**config.mk**
```make
export PLATFORM = sky130hd
export DESIGN_NAME = pc_fetch_flat
export DESIGN_NICKNAME = d
export VERILOG_FILES = /design/src/rtl/pc_fetch_pkg.sv /design/src/rtl/pc_fetch_if.sv /design/src/rtl/pc_fetch_pc_next_mux.sv /design/src/rtl/pc_fetch.sv /design/src/flat_wrapper.sv
export SDC_FILE = /design/constraint.sdc
export NUM_CORES = 1
export LEC_CHECK = 0
export BUFFER_PORTS_ARGS = -buffer_cell sky130_fd_sc_hd__clkbuf_2
export CAP_MARGIN = 15
export CELL_PAD_IN_SITES_DETAIL_PLACEMENT = 0
export CELL_PAD_IN_SITES_GLOBAL_PLACEMENT = 2
export CORE_ASPECT_RATIO = 0.8
export CORE_MARGIN = 3
export CORE_UTILIZATION = 28
export DETAILED_ROUTE_END_ITERATION = 16
export GPL_ROUTABILITY_DRIVEN = 0
export PLACE_DENSITY_LB_ADDON = 0.15
export SLEW_MARGIN = 40
export SYNTH_ARGS = -nofsm -noshare
export SYNTH_HDL_FRONTEND = slang
export SYNTH_SLANG_ARGS = --single-unit
```
**constraint.sdc**
```tcl
create_clock -name clk_i -period 5.3 [get_ports clk_i]
set_input_delay 0.53 -clock clk_i [delete_from_list [all_inputs] [get_ports clk_i]]
set_output_delay 0.53 -clock clk_i [all_outputs]
set_load 0.005 [all_outputs]
```
**src/rtl/pc_fetch_pkg.sv**
```systemverilog
// Shared encodings, state enum and vector defaults for the program-counter /
// instruction-fetch sequencer.
package pc_fetch_pkg;

  typedef logic [31:0] addr_t;

  typedef enum logic [1:0] {
    PCSEL_RESET  = 2'b00,
    PCSEL_INT    = 2'b01,
    PCSEL_SEQ    = 2'b10,
    PCSEL_BRANCH = 2'b11
  } pc_sel_e;

  typedef enum logic [1:0] {
    BSEL_REL = 2'b00,
    BSEL_REG = 2'b01,
    BSEL_IMM = 2'b10
  } branch_sel_e;

  typedef enum logic [1:0] {
    FETCH = 2'b00,
    HOLD  = 2'b01,
    DROP  = 2'b10
  } state_e;

  localparam addr_t DEFAULT_RESET_VEC = 32'h0000_0000;
  localparam addr_t DEFAULT_INT_VEC   = 32'h0000_0180;
  localparam addr_t INST_BYTES        = 32'h0000_0004;

  // Signed word offset to a byte displacement.
  function automatic addr_t word_offset_bytes(input logic [15:0] off);
    return {{14{off[15]}}, off, 2'b00};
  endfunction

endpackage

```
**src/rtl/pc_fetch_if.sv**
```systemverilog
// Instruction-memory request/ack bus plus the decode valid/ready handshake.
interface pc_fetch_if;
  import pc_fetch_pkg::*;

  logic        imem_req;
  addr_t       imem_addr;
  logic        imem_ack;
  logic [31:0] imem_rdata;
  logic        inst_valid;
  logic [31:0] inst;
  addr_t       inst_pc;
  logic        inst_ready;

  modport master (
    output imem_req, imem_addr, inst_valid, inst, inst_pc,
    input  imem_ack, imem_rdata, inst_ready
  );

  modport slave (
    input  imem_req, imem_addr, inst_valid, inst, inst_pc,
    output imem_ack, imem_rdata, inst_ready
  );

endinterface

```
**src/rtl/pc_fetch_pc_next_mux.sv**
```systemverilog
// Next-PC selection from the address of the instruction being accepted and
// the branch-control decisions; purely combinational.
module pc_next_mux
  import pc_fetch_pkg::*;
#(
  parameter addr_t RESET_VEC = DEFAULT_RESET_VEC,
  parameter addr_t INT_VEC   = DEFAULT_INT_VEC
) (
  input  addr_t       inst_pc_i,
  input  logic [1:0]  pc_sel_i,
  input  logic [1:0]  branch_sel_i,
  input  logic [15:0] branch_offset_i,
  input  logic [25:0] jump_index_i,
  input  addr_t       reg_target_i,
  output addr_t       next_pc_o
);

  addr_t seq_pc;

  assign seq_pc = inst_pc_i + INST_BYTES;

  // Select the next fetch address; reserved branch_sel falls through to PC+4.
  always_comb begin
    next_pc_o = seq_pc;
    case (pc_sel_i)
      PCSEL_RESET: next_pc_o = RESET_VEC;
      PCSEL_INT:   next_pc_o = INT_VEC;
      PCSEL_SEQ:   next_pc_o = seq_pc;
      PCSEL_BRANCH: begin
        case (branch_sel_i)
          BSEL_REL: next_pc_o = seq_pc + word_offset_bytes(branch_offset_i);
          BSEL_REG: next_pc_o = reg_target_i;
          BSEL_IMM: next_pc_o = {seq_pc[31:28], jump_index_i, 2'b00};
          default:  next_pc_o = seq_pc;
        endcase
      end
      default: next_pc_o = seq_pc;
    endcase
  end

endmodule

```
**src/rtl/pc_fetch.sv**
```systemverilog
// Program-counter and single-outstanding instruction-fetch sequencer with
// interrupt redirection.
module pc_fetch
  import pc_fetch_pkg::*;
#(
  parameter addr_t RESET_VEC = DEFAULT_RESET_VEC,
  parameter addr_t INT_VEC   = DEFAULT_INT_VEC
) (
  input  logic        clk_i,
  input  logic        reset_i,
  input  logic [1:0]  pc_sel_i,
  input  logic [1:0]  branch_sel_i,
  input  logic [15:0] branch_offset_i,
  input  logic [25:0] jump_index_i,
  input  addr_t       reg_target_i,
  input  logic        irq_req_i,
  output logic        irq_ack_o,
  output addr_t       epc_o,
  pc_fetch_if.master  bus
);

  state_e      state_q, state_d;
  addr_t       pc_q, pc_d;
  logic        req_q, req_d;
  logic        valid_q, valid_d;
  logic [31:0] inst_q, inst_d;
  addr_t       inst_pc_q, inst_pc_d;
  addr_t       epc_q, epc_d;
  logic        irq_ack_q, irq_ack_d;
  addr_t       next_pc;
  logic        accept;

  assign accept = valid_q & bus.inst_ready;

  pc_next_mux #(
    .RESET_VEC (RESET_VEC),
    .INT_VEC   (INT_VEC)
  ) u_pc_next_mux (
    .inst_pc_i       (inst_pc_q),
    .pc_sel_i        (pc_sel_i),
    .branch_sel_i    (branch_sel_i),
    .branch_offset_i (branch_offset_i),
    .jump_index_i    (jump_index_i),
    .reg_target_i    (reg_target_i),
    .next_pc_o       (next_pc)
  );

  // Next-state and register updates for fetch, hold and interrupt drop.
  always_comb begin
    state_d   = state_q;
    pc_d      = pc_q;
    inst_d    = inst_q;
    inst_pc_d = inst_pc_q;
    epc_d     = epc_q;
    irq_ack_d = 1'b0;
    case (state_q)
      FETCH: begin
        // req_q is low only in the first cycle out of reset; nothing is in flight then.
        if (req_q && bus.imem_ack) begin
          state_d   = HOLD;
          inst_d    = bus.imem_rdata;
          inst_pc_d = pc_q;
        end else if (req_q && irq_req_i) begin
          state_d = DROP;
        end else begin
          state_d = FETCH;
        end
      end
      HOLD: begin
        if (accept) begin
          state_d = FETCH;
          if (irq_req_i && (pc_sel_i != PCSEL_RESET)) begin
            epc_d     = next_pc;
            pc_d      = INT_VEC;
            irq_ack_d = 1'b1;
          end else begin
            pc_d = next_pc;
          end
        end else begin
          state_d = HOLD;
        end
      end
      DROP: begin
        if (req_q && bus.imem_ack) begin
          state_d   = FETCH;
          epc_d     = pc_q;
          pc_d      = INT_VEC;
          irq_ack_d = 1'b1;
        end else begin
          state_d = DROP;
        end
      end
      default: begin
        state_d = FETCH;
      end
    endcase
    req_d   = (state_d != HOLD);
    valid_d = (state_d == HOLD);
  end

  // State and output registers with synchronous reset.
  always_ff @(posedge clk_i) begin
    if (reset_i) begin
      state_q   <= FETCH;
      pc_q      <= RESET_VEC;
      req_q     <= 1'b0;
      valid_q   <= 1'b0;
      inst_q    <= 32'h0000_0000;
      inst_pc_q <= 32'h0000_0000;
      epc_q     <= 32'h0000_0000;
      irq_ack_q <= 1'b0;
    end else begin
      state_q   <= state_d;
      pc_q      <= pc_d;
      req_q     <= req_d;
      valid_q   <= valid_d;
      inst_q    <= inst_d;
      inst_pc_q <= inst_pc_d;
      epc_q     <= epc_d;
      irq_ack_q <= irq_ack_d;
    end
  end

  assign bus.imem_req   = req_q;
  assign bus.imem_addr  = pc_q;
  assign bus.inst_valid = valid_q;
  assign bus.inst       = inst_q;
  assign bus.inst_pc    = inst_pc_q;
  assign irq_ack_o      = irq_ack_q;
  assign epc_o          = epc_q;

endmodule

```
**src/flat_wrapper.sv**
```systemverilog
// flat-port wrapper written by rule: the top's interface ports become plain ports
module pc_fetch_flat import pc_fetch_pkg::*;
#(
  parameter addr_t RESET_VEC = DEFAULT_RESET_VEC,
  parameter addr_t INT_VEC   = DEFAULT_INT_VEC
)
  (clk_i, reset_i, pc_sel_i, branch_sel_i, branch_offset_i, jump_index_i, reg_target_i, irq_req_i, irq_ack_o, epc_o, bus_imem_req, bus_imem_addr, bus_inst_valid, bus_inst, bus_inst_pc, bus_imem_ack, bus_imem_rdata, bus_inst_ready);
  pc_fetch_if bus_i ();
  input  logic clk_i;
  input  logic reset_i;
  input  logic [1:0] pc_sel_i;
  input  logic [1:0] branch_sel_i;
  input  logic [15:0] branch_offset_i;
  input  logic [25:0] jump_index_i;
  input  addr_t reg_target_i;
  input  logic irq_req_i;
  output logic irq_ack_o;
  output addr_t epc_o;
  output wire logic [$bits(bus_i.imem_req)-1:0] bus_imem_req;
  output wire logic [$bits(bus_i.imem_addr)-1:0] bus_imem_addr;
  output wire logic [$bits(bus_i.inst_valid)-1:0] bus_inst_valid;
  output wire logic [$bits(bus_i.inst)-1:0] bus_inst;
  output wire logic [$bits(bus_i.inst_pc)-1:0] bus_inst_pc;
  input wire logic [$bits(bus_i.imem_ack)-1:0] bus_imem_ack;
  input wire logic [$bits(bus_i.imem_rdata)-1:0] bus_imem_rdata;
  input wire logic [$bits(bus_i.inst_ready)-1:0] bus_inst_ready;
  assign bus_imem_req = bus_i.imem_req;
  assign bus_imem_addr = bus_i.imem_addr;
  assign bus_inst_valid = bus_i.inst_valid;
  assign bus_inst = bus_i.inst;
  assign bus_inst_pc = bus_i.inst_pc;
  assign bus_i.imem_ack = bus_imem_ack;
  assign bus_i.imem_rdata = bus_imem_rdata;
  assign bus_i.inst_ready = bus_inst_ready;
  pc_fetch #(.RESET_VEC(RESET_VEC), .INT_VEC(INT_VEC)) u_core (.clk_i(clk_i), .reset_i(reset_i), .pc_sel_i(pc_sel_i), .branch_sel_i(branch_sel_i), .branch_offset_i(branch_offset_i), .jump_index_i(jump_index_i), .reg_target_i(reg_target_i), .irq_req_i(irq_req_i), .irq_ack_o(irq_ack_o), .epc_o(epc_o), .bus(bus_i));
endmodule
```
* Word-level counts from Yosys, hierarchy flattened
Cells that the tools add are included.
Cells by class: equal/unequal tests 12, bitwise operators 1, reduce and logical (&&, ||, !) cells 11, mux-type cells 19, $add $sub $neg 2
Operator list (count):
- 32-bit 2-to-1 mux | 6
- 32-bit one-hot mux with 2 select lines | 2
- 32-bit one-hot mux with 4 select lines | 1
- 32-bit one-hot mux with 3 select lines | 1
- 32-bit by 3-bit adder with 32-bit output (second input constant) | 1
- 32-bit adder | 1
- 2-bit by 1-bit == test with 1-bit output (second input constant) | 4
- 2-bit == test (second input constant) | 4
- 2-bit by 1-bit inequality test with 1-bit output (second input constant) | 4
- 2-bit zero test | 3
- 2-bit 2-to-1 mux | 3
- 2-bit one-hot mux with 3 select lines | 1
- 1-bit 2-to-1 mux | 4
- 4-bit AND reduction | 1
- 2-bit nonzero test | 2
- 1-bit logical AND | 3
- 3-bit AND reduction | 1
- 1-bit one-hot mux with 2 select lines | 1
- 2-bit AND reduction | 1
- 1-bit AND | 1
Storage, ports and cells: word-level logic and storage cells 53, register bits after elaboration 133, output and inout bits 131

* Depth between registers and ports, before layout
depth in word-level cells 7, gate-level depth with buffers 18, depth with buffers taken out 18

* Cells and area by module
From an unflattened synthesis, not the netlist that was laid out.
Second synthesis, totals: cell total of the unflattened synthesis 1106, area total of the unflattened synthesis 8630.8 um^2
Modules (own cells, without submodules):
- pc_fetch | area each 5624.1 um^2, times used 1, cells each 651
- pc_next_mux | area each 3006.6 um^2, times used 1, cells each 455

* Worst setup path after synthesis
No wires, ideal clock.
kind register to register, start reg u_core.inst_pc_q[4] (netlist: u_core.bus.inst_pc[4]), end reg u_core.epc_q[31] (netlist: u_core.epc_o[31]), cell stages (with the launch flop) 18, library setup time 0.088 ns, required time 5.212 ns, arrival time 3.836 ns, period minus slack after synthesis 3.924 ns, slack 1.376 ns, cells stage by stage dfxtp_1 -> and3_1 -> and2_1 -> and3_1 -> clkbuf_1 -> nand4_1 -> xnor2_1 -> ha_1 -> nand4_1 -> a211oi_2 -> a22oi_4 -> a311oi_4 -> a41oi_2 -> o31ai_1 -> xor2_1 -> or4_1 -> and3_4 -> a311oi_2
Between the ends: cells in the longest elaborated chain, start to end 7
Ends and longest elaborated chain:
- start: declaration | RTL line pc_fetch.sv:27 | addr_t inst_pc_q, inst_pc_d;
- start signal: assignment | RTL line pc_fetch.sv:118 | inst_pc_q <= inst_pc_d;
- 32-bit by 3-bit adder with 32-bit output (*) | RTL line pc_fetch_pc_next_mux.sv:20 | assign seq_pc = inst_pc_i + INST_BYTES;
- 32-bit adder | RTL line pc_fetch_pc_next_mux.sv:31 | BSEL_REL: next_pc_o = seq_pc + word_offset_bytes(branch_offset_i);
- 32-bit one-hot mux with 3 select lines | RTL line pc_fetch_pc_next_mux.sv:30 | case (branch_sel_i)
- 32-bit one-hot mux with 4 select lines (*) | RTL line pc_fetch_pc_next_mux.sv:25 | case (pc_sel_i)
- 32-bit 2-to-1 mux (*) | RTL line pc_fetch.sv:72 | if (irq_req_i && (pc_sel_i != PCSEL_RESET)) begin
- 32-bit 2-to-1 mux (*) | RTL line pc_fetch.sv:70 | if (accept) begin
- 32-bit one-hot mux with 2 select lines (*) | RTL line pc_fetch.sv:56 | case (state_q)
- end signal: assignment | RTL line pc_fetch.sv:119 | epc_q <= epc_d;
- end: declaration | RTL line pc_fetch.sv:28 | addr_t epc_q, epc_d;
Mark *: on every way between the ends. The rest lies on a longest branch, timed or not. The select of a mux whose other input is x is not followed. A chain may end at the register's enable or synchronous reset.

* Worst setup path after layout
start reg u_core.inst_pc_q[8] (netlist: u_core.bus.inst_pc[8]), end reg u_core.epc_q[30] (netlist: u_core.epc_o[30])
Same word-level chain as after synthesis.

==> summary.txt <==
Global route
  • Total track usage: 20.48%
  • Total grt overflow: 0
  • Largest net degree at the start of global routing: between 80 and 90
  • First-pass GRT wire length: 48,400 µm
  • Vias in the first global route: 8,135
  • Initial antenna violation count: 0

Placed design
  • Placed cells: between 1,500 and 2,000
  • Detail Placement HPWL: 24,320 µm
  • Pre-CTS setup slack: 0.8340 ns
  • Number of port buffers: 245

STA
  • Count of final setup violators: 0
  • Slew @ Worst Pin: 0.7880 ns
  • Max Freq: 220.4 MHz
  • Setup TNS Final: 0 ns
  • Final Max Tran Viols: 0
  • Count of final hold-check violations: 0
  • RSZ-0062 raised after global routing: no
  • Clk_skew: around 0.013 ns
  • Max-slew headroom: between 40 and 50%
  • Fin crit share: a little under nine tenths
  • Final worst slack: 0.7633 ns
  • Min cycle time layout: 4.537 ns

Critical path
  • Worst-path cell chain: and4_1, and3_1, nand3_1, nor2_1, nand2_1, xnor2_1, ha_1, a21oi_1, o21a_1, nand2_1, a2111oi_1, nor2_1, a31oi_1, o311a_1, nor4b_1, nor3_1, a311oi_1
  • Data required time of the worst path: 5.57 ns
  • CP arrival: 4.80 ns
  • CP delay by family, top: compound AO/OA/AOI/OAI gates
  • Worst path max stage delay: ~0.59 ns
  • Critical path capture point type: flip-flop
  • CP bufs+invs: 0
  • Slowest CP cell: a2111oi_1
  • Critical path type: flip-flop to flip-flop
  • Critical Path Start Type: flip-flop
  • Critical Path Fanout Max: 7

Route
  • DRC viols: 0
  • DRT Pass-1 Iters: 6
  • Drt wl/cell: just under 20 µm
  • Post-DRT Antenna Nets: 0
  • Via Count: 8,371
  • Detailed router's first-iteration violation count: 474
  • DR vias/cell: 5.086
  • Final wirelength: 32,080 µm

Die
  • DIE AREA: 30,180 µm²
  • Ports: 246
  • Core area: 27,500 µm²
  • Die Span Y: 156.0 µm
  • Die width: 193.5 µm
  • Core Rows: 54
  • Initial Utilization: 28.63%

Clock network
  • Max Buffers Root-to-Sink: 2
  • Worst-path clk slew: 0.06 ns
  • CTS tree: done
  • Post-CTS sizing: 0
  • # clock sinks: 133
  • Clock root buffer master: clkbuf_16
  • H-tree level count: 4
  • Post-CTS Setup Repair Bufs: 0
  • Cts bufs inserted: 17
  • CTS hold repair buffers: 0
  • Clk_lat worst skew: ~0.42 ns

Yosys
  • Sequential share of the synthesized area: 33.82%
  • Post-Syn Instances: 1,052
  • Synth cell types: 71
  • Syn_area_per_cell: 7.485 µm²
  • Syn Std Cell Area: 7874 µm²
  • Syn_nets: 1,207
  • Ys flop type: dfxtp_1
  • Ys async rst share: 0%
  • EDFF count, synth: 0
  • #FFs+latches synth: 133
  • Yosys warning count: 0

Pwr
  • Peak VDD IR: roughly 230 µV
  • PwrDens: around 280 nW/µm²
  • Leak: 4.303 nW

Finish
  • Multi-input gate area: 4910 µm²
  • FILL cells: between 2,000 and 3,000
  • Final net count: 1,424
  • N_diodes: 0
  • Sequential Area: 2663 µm²
  • Synthesis-to-finish area growth: 28.59%
  • Layout cells sized above 1: 24.49%
  • Fin cells: 1,646

Run status
  • Run status: finished, final reports clean

Run
  • Maxcap violations: 0

Worst hold path
  • Worst hold-check path type: input port to flip-flop
## cells by family after synthesis
| group | share of synthesized area (%) |
|---|---|
| adders and majority gates | 6.452 |
| and+or+nand+nor | 22.09 |
| AOI/OAI and AO/OA | 26.86 |
| muxes | 0.8263 |
| xor gates and xnor gates | 5.784 |
| buffers and inverters | 4.179 |
| DFF | 33.82 |
## tightest hold or removal path, cell delays in order
cell      delay, ns
clkbuf_2       0.08
nand2_1        0.04
a21oi_1        0.05
## state kept, by name, indices dropped and copies added (netlist names)
name and cells:
u_core.bus.inst 32, u_core.bus.inst_valid 1, u_core.state_q 2, u_core.bus.imem_req 1, u_core.bus.inst_pc 32, u_core.bus.imem_addr 32, u_core.irq_ack_o 1, u_core.epc_o 32
## worst paths after layout
path | startpoint | end | slack (ns) | depth (start not counted)
max | u_core.bus.inst_pc[8] | u_core.epc_o[30] | 0.76 | 17
max reg2reg | u_core.bus.inst_pc[8] | u_core.epc_o[30] | 0.76 | 17
min reg2reg | u_core.bus.inst[19] | u_core.bus.inst[19] | 0.45 | 2
min | bus_imem_rdata[11] | u_core.bus.inst[11] | 0.33 | 3
## placed cells by master (no fill, tap or decap), types with 8 or more instances in the layout
| master | instances |
|---|---|
| o22ai_1 | 10 |
| xnor2_1 | 34 |
| a22oi_1 | 9 |
| nor3_1 | 10 |
| nand3_1 | 27 |
| o21ai_0 | 56 |
| nand2_1 | 232 |
| nand4_1 | 13 |
| a21o_1 | 12 |
| a311oi_1 | 15 |
| a211oi_1 | 14 |
| and3_1 | 10 |
| clkbuf_2 | 244 |
| o21ai_1 | 8 |
| nor2_1 | 81 |
| xor2_1 | 18 |
| dfxtp_1 | 133 |
| o211ai_1 | 10 |
| inv_1 | 21 |
| a21oi_1 | 126 |
| a31oi_1 | 8 |
| buf_4 | 15 |
| ha_1 | 39 |
| clkbuf_16 | 17 |
## power breakdown
part / internal (mW) / total, mW / switching [mW]
clock: 0.838 / 1.31 / 0.474
combinational: 0.174 / 0.484 / 0.310
sequential: 1.05 / 1.09 / 0.0361
## synth_stat cells (3+ instances only)
library cell	count	area [µm²]
nand2b_1	6	37.54
ha_1	39	488.0
nand4_1	13	81.33
dfxtp_1	133	2663
o21ai_0	56	280.3
o31ai_1	7	52.55
o211ai_1	10	75.07
and3_1	11	68.82
or3_1	4	25.02
nand2_1	232	870.8
a21boi_0	3	22.52
and4_1	4	35.03
nor3_1	10	50.05
nor2_1	82	307.8
a311oi_1	15	131.4
o21ai_1	8	40.04
and2_1	3	18.77
xor2_1	18	157.7
a211oi_1	14	105.1
buf_1	5	18.77
a21o_1	12	90.09
o22ai_1	10	62.56
a31oi_1	9	56.30
a22oi_1	9	67.56
o221ai_1	5	43.79
clkbuf_1	55	206.5
o21a_1	7	52.55
a32oi_1	4	35.03
a21oi_1	126	630.6
o21bai_1	3	22.52
inv_1	21	78.83
nor2b_1	5	31.28
nand3_1	28	140.1
xnor2_1	34	297.8
a22o_1	5	43.79
## routing by layer
layer	up-vias	GRT usage [%]	routed length [µm]
met5	-	0	0
met4	0	3.064	131
met3	10	4.922	2176
met2	246	34.38	15140
met1	3947	27.48	14630
li1	4168	-	-
## cell type report
type	count	area share, %
Multi-Input combinational cell	833	48.49
Sequential cell	133	26.30
Timing Repair Buffer	261	13.40
Tap cell	364	4.498
Clock buffer	17	4.202
Clock inverter	15	2.261
Inverter	23	0.8527
## through the flow
step                      hold slack (ns)  instance area, µm²  total power [mW]  util [%]
final                              0.3306               10120             2.884     36.82
after global routing               0.3172               10120             3.021     36.82
after CTS                          0.3107               10110             2.922     36.77
after detailed placement           0.4460                9458             1.598     34.39
after global placement             0.4418                9452             1.598     34.37
after floorplan                    0.4527                7874             1.373         -
No activity file was read; power rests on OpenSTA's default activity.
